<file path="config.mk">
export PLATFORM = sky130hd
export DESIGN_NAME = alu_issue_ctrl
export DESIGN_NICKNAME = d
export VERILOG_FILES = /design/src/rtl/alu_pkg.sv /design/src/rtl/alu_regfile.sv /design/src/rtl/alu_issue_ctrl.sv
export SDC_FILE = /design/constraint.sdc
export NUM_CORES = 1
export LEC_CHECK = 0
export BUFFER_PORTS_ARGS = -buffer_cell sky130_fd_sc_hd__buf_2
export CELL_PAD_IN_SITES_DETAIL_PLACEMENT = 1
export CELL_PAD_IN_SITES_GLOBAL_PLACEMENT = 2
export CORE_UTILIZATION = 39
export CTS_CLUSTER_SIZE = 28
export DETAILED_ROUTE_END_ITERATION = 10
export PLACE_DENSITY_LB_ADDON = 0.1
export REMOVE_ABC_BUFFERS = 1
export SLEW_MARGIN = 20
export SYNTH_ARGS = -nofsm -noshare
export SYNTH_HDL_FRONTEND = slang
export SYNTH_HIERARCHICAL = 1
export SYNTH_SLANG_ARGS = --single-unit
</file>
<file path="constraint.sdc">
create_clock -name clock -period 3.3 [get_ports clock]
set_clock_uncertainty 0.2 [all_clocks]
set_input_delay 0.165 -clock clock [delete_from_list [all_inputs] [get_ports clock]]
set_output_delay 0.165 -clock clock [all_outputs]
set_load 0.01 [all_outputs]
</file>
<file path="src/rtl/alu_pkg.sv">
// Shared definitions for the ALU issue controller: FSM encoding, opcodes,
// flag bit positions and the issue-record type held across an instruction.
package alu_pkg;

  localparam logic [1:0] ST_IDLE = 2'd0;
  localparam logic [1:0] ST_EXEC = 2'd1;
  localparam logic [1:0] ST_WB   = 2'd2;

  localparam logic [3:0] OPHI_SHIFT = 4'h8;
  localparam logic [3:0] OPHI_LUI   = 4'hF;

  localparam logic [7:0] OP_01  = 8'h01;
  localparam logic [7:0] OP_02  = 8'h02;
  localparam logic [7:0] OP_03  = 8'h03;
  localparam logic [7:0] OP_05  = 8'h05;
  localparam logic [7:0] OP_06  = 8'h06;
  localparam logic [7:0] OP_09  = 8'h09;
  localparam logic [7:0] OP_CMP = 8'h0B;
  localparam logic [7:0] OP_0D  = 8'h0D;
  localparam logic [7:0] OP_LUI = 8'hF0;

  localparam int FLG_L = 1;
  localparam int FLG_F = 2;
  localparam int FLG_Z = 3;
  localparam int FLG_N = 4;

  typedef struct packed {
    logic [7:0] opc;
    logic [7:0] a;
    logic [7:0] b;
    logic [3:0] rd;
    logic       legal;
    logic       wr;
  } issue_t;

  function automatic logic op_legal(input logic [7:0] op);
    case (op)
      OP_01, OP_02, OP_03, OP_05, OP_06, OP_09, OP_CMP, OP_0D, OP_LUI: return 1'b1;
      default: return op[7:4] == OPHI_SHIFT;
    endcase
  endfunction

endpackage

</file>
<file path="src/rtl/alu_regfile.sv">
// 16-bit register file: one synchronous write port, two 8-bit operand read
// ports and one full-width debug read port, all reads combinational.
module alu_regfile #(
  parameter int NREGS = 16
) (
  input  logic        clock,
  input  logic        reset,
  input  logic        we_i,
  input  logic [3:0]  waddr_i,
  input  logic [15:0] wdata_i,
  input  logic [3:0]  raddr_a_i,
  output logic [7:0]  rdata_a_o,
  input  logic [3:0]  raddr_b_i,
  output logic [7:0]  rdata_b_o,
  input  logic [3:0]  raddr_d_i,
  output logic [15:0] rdata_d_o
);

  logic [NREGS-1:0][15:0] mem_q;

  always_ff @(posedge clock) begin
    if (!reset) mem_q <= '0;
    else if (we_i) mem_q[waddr_i] <= wdata_i;
  end

  // The ALU datapath is 8 bits wide, so operand ports expose the low byte only.
  assign rdata_a_o = mem_q[raddr_a_i][7:0];
  assign rdata_b_o = mem_q[raddr_b_i][7:0];
  assign rdata_d_o = mem_q[raddr_d_i];

endmodule

</file>
<file path="src/rtl/alu_issue_ctrl.sv">
// Issues one instruction at a time to a fixed-latency ALU and writes back
// its result: IDLE (accept) -> EXEC (ALU_LAT cycles) -> WB -> IDLE.
module alu_issue_ctrl
  import alu_pkg::*;
#(
  parameter int ALU_LAT = 2,
  parameter int NREGS   = 16
) (
  input  logic        clock,
  input  logic        reset,
  input  logic        inst_valid,
  input  logic [15:0] inst_data,
  output logic        inst_ready,
  output logic [7:0]  alu_opcode,
  output logic [7:0]  alu_a,
  output logic [7:0]  alu_b,
  input  logic [15:0] alu_result,
  input  logic [4:0]  alu_psr,
  output logic [4:0]  flags,
  output logic        done,
  output logic        err,
  input  logic        dbg_we,
  input  logic [3:0]  dbg_addr,
  input  logic [15:0] dbg_wdata,
  output logic [15:0] dbg_rdata
);

  localparam int CW = (ALU_LAT > 1) ? $clog2(ALU_LAT) : 1;
  localparam logic [CW-1:0] CNT_LAST = CW'(ALU_LAT - 1);

  logic [1:0]    state_q, state_d;
  logic [CW-1:0] cnt_q, cnt_d;
  issue_t        issue_q, issue_d;
  logic [4:0]    flags_q;
  logic          done_q, err_q;

  logic        accept, wb, is_lui;
  logic [7:0]  rf_a, rf_b;
  logic        rf_we;
  logic [3:0]  rf_waddr;
  logic [15:0] rf_wdata;

  assign inst_ready = (state_q == ST_IDLE);
  assign accept     = inst_valid && inst_ready;
  assign wb         = (state_q == ST_WB);

  always_comb begin
    state_d = state_q;
    cnt_d   = cnt_q;
    case (state_q)
      ST_IDLE: if (inst_valid) begin
        state_d = ST_EXEC;
        cnt_d   = '0;
      end
      ST_EXEC: if (cnt_q == CNT_LAST) state_d = ST_WB;
               else cnt_d = cnt_q + CW'(1);
      ST_WB:   state_d = ST_IDLE;
      default: state_d = ST_IDLE;
    endcase
  end

  // LUI carries an 8-bit immediate in place of op_lo/Rsrc.
  always_comb begin
    is_lui        = (inst_data[15:12] == OPHI_LUI);
    issue_d.opc   = is_lui ? OP_LUI : {inst_data[15:12], inst_data[7:4]};
    issue_d.a     = is_lui ? 8'h00 : rf_a;
    issue_d.b     = is_lui ? inst_data[7:0] : rf_b;
    issue_d.rd    = inst_data[11:8];
    issue_d.legal = op_legal(issue_d.opc);
    issue_d.wr    = issue_d.legal && (issue_d.opc != OP_CMP);
  end

  // Debug writes only land while idle, so they can never collide with writeback.
  assign rf_we    = wb ? issue_q.wr : (inst_ready && dbg_we);
  assign rf_waddr = wb ? issue_q.rd : dbg_addr;
  assign rf_wdata = wb ? alu_result : dbg_wdata;

  always_ff @(posedge clock) begin
    if (!reset) begin
      state_q <= ST_IDLE;
      cnt_q   <= '0;
      issue_q <= '0;
      flags_q <= '0;
      done_q  <= 1'b0;
      err_q   <= 1'b0;
    end else begin
      state_q <= state_d;
      cnt_q   <= cnt_d;
      if (accept) issue_q <= issue_d;
      if (wb && issue_q.legal) flags_q <= alu_psr;
      done_q  <= wb;
      err_q   <= wb && !issue_q.legal;
    end
  end

  alu_regfile #(.NREGS(NREGS)) u_rf (
    .clock     (clock),
    .reset     (reset),
    .we_i      (rf_we),
    .waddr_i   (rf_waddr),
    .wdata_i   (rf_wdata),
    .raddr_a_i (inst_data[11:8]),
    .rdata_a_o (rf_a),
    .raddr_b_i (inst_data[3:0]),
    .rdata_b_o (rf_b),
    .raddr_d_i (dbg_addr),
    .rdata_d_o (dbg_rdata)
  );

  assign alu_opcode = issue_q.opc;
  assign alu_a      = issue_q.a;
  assign alu_b      = issue_q.b;
  assign flags      = flags_q;
  assign done       = done_q;
  assign err        = err_q;

endmodule

</file>
== Yosys cells after proc, flatten, opt, wreduce, memory -nomap -nowiden ==
Cells that the tools add are included.
Widths: inputs -> output; s select.
Word-level totals
  bits of input ports: 61
  logic and storage cells: 83
  output and inout bits: 48
  flip-flop bits (word level): 296
Cells by class
  reductions and logical operators: 12
  equal/unequal tests: 16
  muxes and demuxes: 22
  $lt $le $gt $ge: 5
  $add $sub $neg: 1
Operator list (number)
  $bwmux 256: 1
  $bmux 16 s4: 3
  $demux 16 s4: 1
  $mux 16: 3
  $mux 8: 5
  $eq 8x4->1 const B: 3
  $lt 4x5->1 const B: 4
  $eq 8x2->1 const B: 2
  $eq 8x3->1 const B: 2
  $reduce_or 9->1: 1
  $eq 4x4->1 const B: 2
  $eq 8x1->1 const B: 1
  $eq 8x8->1 const B: 1
  $ne 8x4->1 const B: 1
  $logic_and 1x1->1: 6
  $ge 4x1->1 const B: 1
  $mux 1: 4
  $mux 2: 2
  $mux 4: 1
  $ne 2x2->1 const B: 2
  $pmux 2 s2: 1
  $reduce_and 2->1: 2
  $eq 2x1->1 const B: 1
  $eq 2x2->1 const B: 1
  5 further kinds: 5

== Longest topological paths before layout ==
  depth after elaboration: 7
  mapped depth: 10
  mapped depth without buffers: 5

== By module ==
Netlist, hierarchy kept.
Modules (own cells, without submodules)
  alu_regfile: cells each 1491, area an instance 14445.1 µm², instances 1, sequential area each 5124.9 µm²
  alu_issue_ctrl: cells each 217, area an instance 2059.5 µm², instances 1, sequential area each 800.8 µm²

== Least setup slack after synthesis ==
No wires, ideal clock.
  path type: reg-to-reg
  start: reg state_q[1]
  end: reg u_rf/mem_q[75] in the netlist's numbering
  arrival: 2.074 ns
  cell stages (with the launch flop): 11
  period minus slack after synthesis: 2.394 ns
  setup slack: 0.906 ns
  setup time: 0.120 ns
  buffers on the path: 5
  path through: dfxtp_1 -> buf_6 -> nor2b_1 -> buf_2 -> mux2_2 -> buf_6 -> or3b_1 -> buf_6 -> clkbuf_2 -> o21ai_0 -> a21boi_1
On the way
  cells in the longest elaborated chain, start to end: 7
RTL lines
  from (decl): line alu_issue_ctrl.sv:31  | logic [1:0] state_q, state_d;
  from (signal assigned): line alu_issue_ctrl.sv:87  | state_q <= state_d;
  $eq 2x2->1 *: line alu_issue_ctrl.sv:45  | assign wb = (state_q == ST_WB);
  $mux 4 *: line alu_issue_ctrl.sv:75  | assign rf_waddr = wb ? issue_q.rd : dbg_addr;
  net rf_waddr[0]: line alu_issue_ctrl.sv:40  | logic [3:0] rf_waddr;
  $lt 4x5->1 (not written as such) or $ge 4x1->1 (tied branches): line alu_regfile.sv:23  | else if (we_i) mem_q[waddr_i] <= wdata_i;
  $logic_and 1x1->1 (not written as such): line alu_regfile.sv:23
  $mux 16 (not written as such): line alu_regfile.sv:23
  $demux 16 s4 *
  $bwmux 256 *: line alu_regfile.sv:23
  to (signal, indexed assignment): line alu_regfile.sv:23
  to (decl): line alu_regfile.sv:19  | logic [NREGS-1:0][15:0] mem_q;
Mark *: on every way through the listed nets, which the timed path passes. The rest lies on a longest branch.
A chain may end at the register's enable or synchronous reset.

== Worst setup path in the final report ==
  start: reg state_q[1]
  end: reg u_rf/mem_q[143] in the netlist's numbering
The elaborated chain is that of the path after synthesis.

==> results.sh <==
export IMPL_outcome="finished clean"
export IMPL_hold_class="input port to flip-flop"
export IMPL_num_rows=74
export IMPL_synth_seq_cells=296
export IMPL_grt_overflow_total=0
export IMPL_switching_power_mw=2.368
export IMPL_fill_cells=4601
export IMPL_final_nets=1741
export IMPL_antenna_found_initial=1
export IMPL_r2r_end="u_rf/mem_q[143]$_SDFFE_PN0P_"
export IMPL_yosys_area_top_type="dfxtp_1"
export IMPL_die_w_microns=207.7
export IMPL_synth_edff_count=0
export IMPL_synth_top_family_by_area="compound AO/OA/AOI/OAI gates"
export IMPL_slew_violations=0
export IMPL_critical_path_class="flip-flop to flip-flop"
export IMPL_pwr_share_seq=0.417
export IMPL_power_leakage_nw=6.399
export IMPL_area_sequential_sq_mm=0.005926
export IMPL_io_pins=109
export IMPL_clkPwrFrac=0.469
export IMPL_final_cell_area_sq_mm=0.01852
export IMPL_clk_pin_slew_ns=0.06
export IMPL_synth_fa_ha_area_frac=0
export IMPL_num_vias=14130
export IMPL_synth_common_cells="dfxtp_1, o21ai_0, nand3_1"
export IMPL_cp_max_fo=64
export IMPL_yosys_area_share_simple=0.1132
export IMPL_wl_microns=59250
export IMPL_worstReg2RegStart="state_q[1]$_SDFFE_PN0P_"
export IMPL_synthXorXnorAreaFrac=0
export IMPL_antenna_left=0
export IMPL_tightest_slew_ns=1.119
export IMPL_hold_violations=0
export IMPL_multi_input_area_sq_mm=0.009289
export IMPL_grt_pass1_wl_microns=91720
export IMPL_initial_core_util=0.3997
export IMPL_fin_util=0.4486
export IMPL_yosysMostFrequentCell="dfxtp_1"
export IMPL_synth_cells=1708
export IMPL_globalRouteTotalUtil=0.2755
export IMPL_antenna_cells=0
export IMPL_die_h_microns=207.7
export IMPL_power_density_mw_per_mm2=475.2
export IMPL_yosysWarnings=6
export IMPL_clock_sinks=296
export IMPL_core_area_sq_mm=0.04129
export IMPL_via_per_inst=6.308
export IMPL_fmax_mhz=350.6
export IMPL_max_slew_margin=0.2542
export IMPL_end_kind="flip-flop"
export IMPL_r2r_setup_slack_ns=0.45
export IMPL_clk_latency_ns=0.55
export IMPL_dp_hpwl_microns=33510
export IMPL_min_from="inst_data[9]"
export IMPL_max_cap_violations=0
export IMPL_period_share=0.8644
export IMPL_cts_buffer_depth=3
export IMPL_tns_ns=0
export IMPL_synth_seq_area_share=0.3590
export IMPL_drc=0
export IMPL_min_to="issue_q[3]$_SDFFE_PN0P_"
export IMPL_synth_area_leaders="dfxtp_1, mux4_2, a21boi_0"
export IMPL_synth_distinct_cells=41
export IMPL_syn_area_per_cell_sq_um=9.663
export IMPL_routedWlPerCell_microns=26.45
export IMPL_portBuffers=108
export IMPL_synth_compound_area_frac=0.2448
export IMPL_whs_ns=0.03534
export IMPL_syn_area_sq_mm=0.01650
export IMPL_grt_pass1_vias=14580
export IMPL_reg2regPathDepth=6
export IMPL_rsz0062_at_grt="false"
export IMPL_cp_start_kind="flip-flop"
export IMPL_drt_iter0_drc=1087
export IMPL_min_period_ns=2.852
export IMPL_h_tree_depth=2
export IMPL_hold_path_depth=4
export IMPL_area_delta_synth_final_pct=12.23
export IMPL_setup_viol=0
export IMPL_critical_path_arrival_ns=3.07
export IMPL_required_ns=3.52
export IMPL_cts_tree="done"
export IMPL_synth_area_mux_share=0.2012
export IMPL_place_area_sq_mm=0.01710
export IMPL_synth_top_area_frac=0.3590
export IMPL_drive_above_1_share=0.2196
export IMPL_place_gp_congestion=0.7832
export IMPL_dr_pass1_iters=5
export IMPL_cts_buffers_inserted=37
export IMPL_pwr_share_comb=0.114
export IMPL_vdd_drop_max_uv=322.5
export IMPL_fp_dieArea_sq_mm=0.04315
export IMPL_postCtsSetupBuffers=0
export IMPL_total_power_mw=8.801
export IMPL_switching_share=0.2691
export IMPL_cts_root_buffer="clkbuf_16"
export IMPL_grt_max_degree=107
export IMPL_internal_power_mw=6.433
export IMPL_async_flop_share=0
export IMPL_ys_flop_type="dfxtp_1"
sequential cells by signal, indices dropped and copies added, names as in the netlist:
signal      count
state_q         2
issue_q         6
done            1
alu_opcode      8
alu_a           8
err             1
alu_b           8
flags           5
cnt_q           1
u_rf/mem_q    256
kinds of logic after synthesis:
logic type / after synthesis
AOI/OAI and AO/OA: 626
and+or+nand+nor: 371
DFF: 296
buffers and inverters: 256
muxes: 159
stage by stage:
step | setup slack, ns | instances
floorplan | -3.004 | 1454
global placement | 0.5628 | 2154
detailed placement | 0.5052 | 2154
CTS | 0.4948 | 2240
global route | 0.3116 | 2240
finish | 0.4476 | 2240
layer usage:
metal | routed length [microns] | vias up | share of wire | GRT usage
li1 | - | 6303 | - | -
met1 | 26580 | 7278 | 0.45 | 0.3782
met2 | 28030 | 445 | 0.47 | 0.4526
met3 | 3053 | 103 | 0.052 | 0.03026
met4 | 1587 | 0 | 0.027 | 0.09068
met5 | 0 | - | 0 | 0
worst max-delay path by stage:
stage / end / start / slack, ns / cells past startpoint
after floorplan: u_rf/mem_q[0]$_SDFFE_PN0P_ / state_q[1]$_SDFFE_PN0P_ / -3.00 / 5
after global placement: u_rf/mem_q[207]$_SDFFE_PN0P_ / state_q[1]$_SDFFE_PN0P_ / 0.56 / 6
after detailed placement: u_rf/mem_q[189]$_SDFFE_PN0P_ / state_q[1]$_SDFFE_PN0P_ / 0.51 / 6
after CTS: u_rf/mem_q[189]$_SDFFE_PN0P_ / state_q[1]$_SDFFE_PN0P_ / 0.49 / 6
after global routing: u_rf/mem_q[75]$_SDFFE_PN0P_ / state_q[1]$_SDFFE_PN0P_ / 0.31 / 6
final: u_rf/mem_q[143]$_SDFFE_PN0P_ / state_q[1]$_SDFFE_PN0P_ / 0.45 / 6
worst max-delay path: stages (launching register included):
cell	delay [ns]
dfxtp_1	0.51
nor2b_4	0.27
mux2_2	0.42
or3b_2	0.48
buf_4	0.36
o21ai_0	0.28
a21boi_0	0.11
layout by cell type, fill, tap and decap left out, drive strengths merged, types with 2 or more instances in the layout:
| cell type | instances |
|---|---|
| nor2 | 6 |
| inv | 4 |
| and2 | 7 |
| dlygate4sd3 | 19 |
| nor3b | 3 |
| a21oi | 11 |
| nand3 | 263 |
| nand2 | 56 |
| nand3b | 2 |
| buf | 168 |
| mux4 | 128 |
| dfxtp | 296 |
| mux2i | 10 |
| mux2 | 21 |
| a22oi | 76 |
| nor2b | 24 |
| and3b | 2 |
| a21boi | 269 |
| o21ai | 268 |
| clkbuf | 56 |
| clkinv | 8 |
| nand2b | 2 |
layout make-up:
type,instances,share of cell area
clock inverter,11,0.004864
clock buffer,56,0.06154
sequential,296,0.3199
tap,532,0.03594
inverter,2,0.0004053
multi-input combinational,1156,0.5015
timing repair buffer,187,0.07586
repair_timing:
item	CTS	global route
hold endpoints to repair	109	0
resized for setup	0	0
hold buffers	19	0
power by group through the flow:
stage | Sequential [mW] | Combinational (mW) | Clock [mW]
finish | 3.67 | 1.01 | 4.12
CTS | 3.67 | 1.01 | 4.22
global route | 3.68 | 1.06 | 4.36
detailed placement | 3.75 | 0.986 | 0
global placement | 3.75 | 0.975 | 0
floorplan | 3.74 | 0.423 | 0
(Power assumes the default switching activity.)
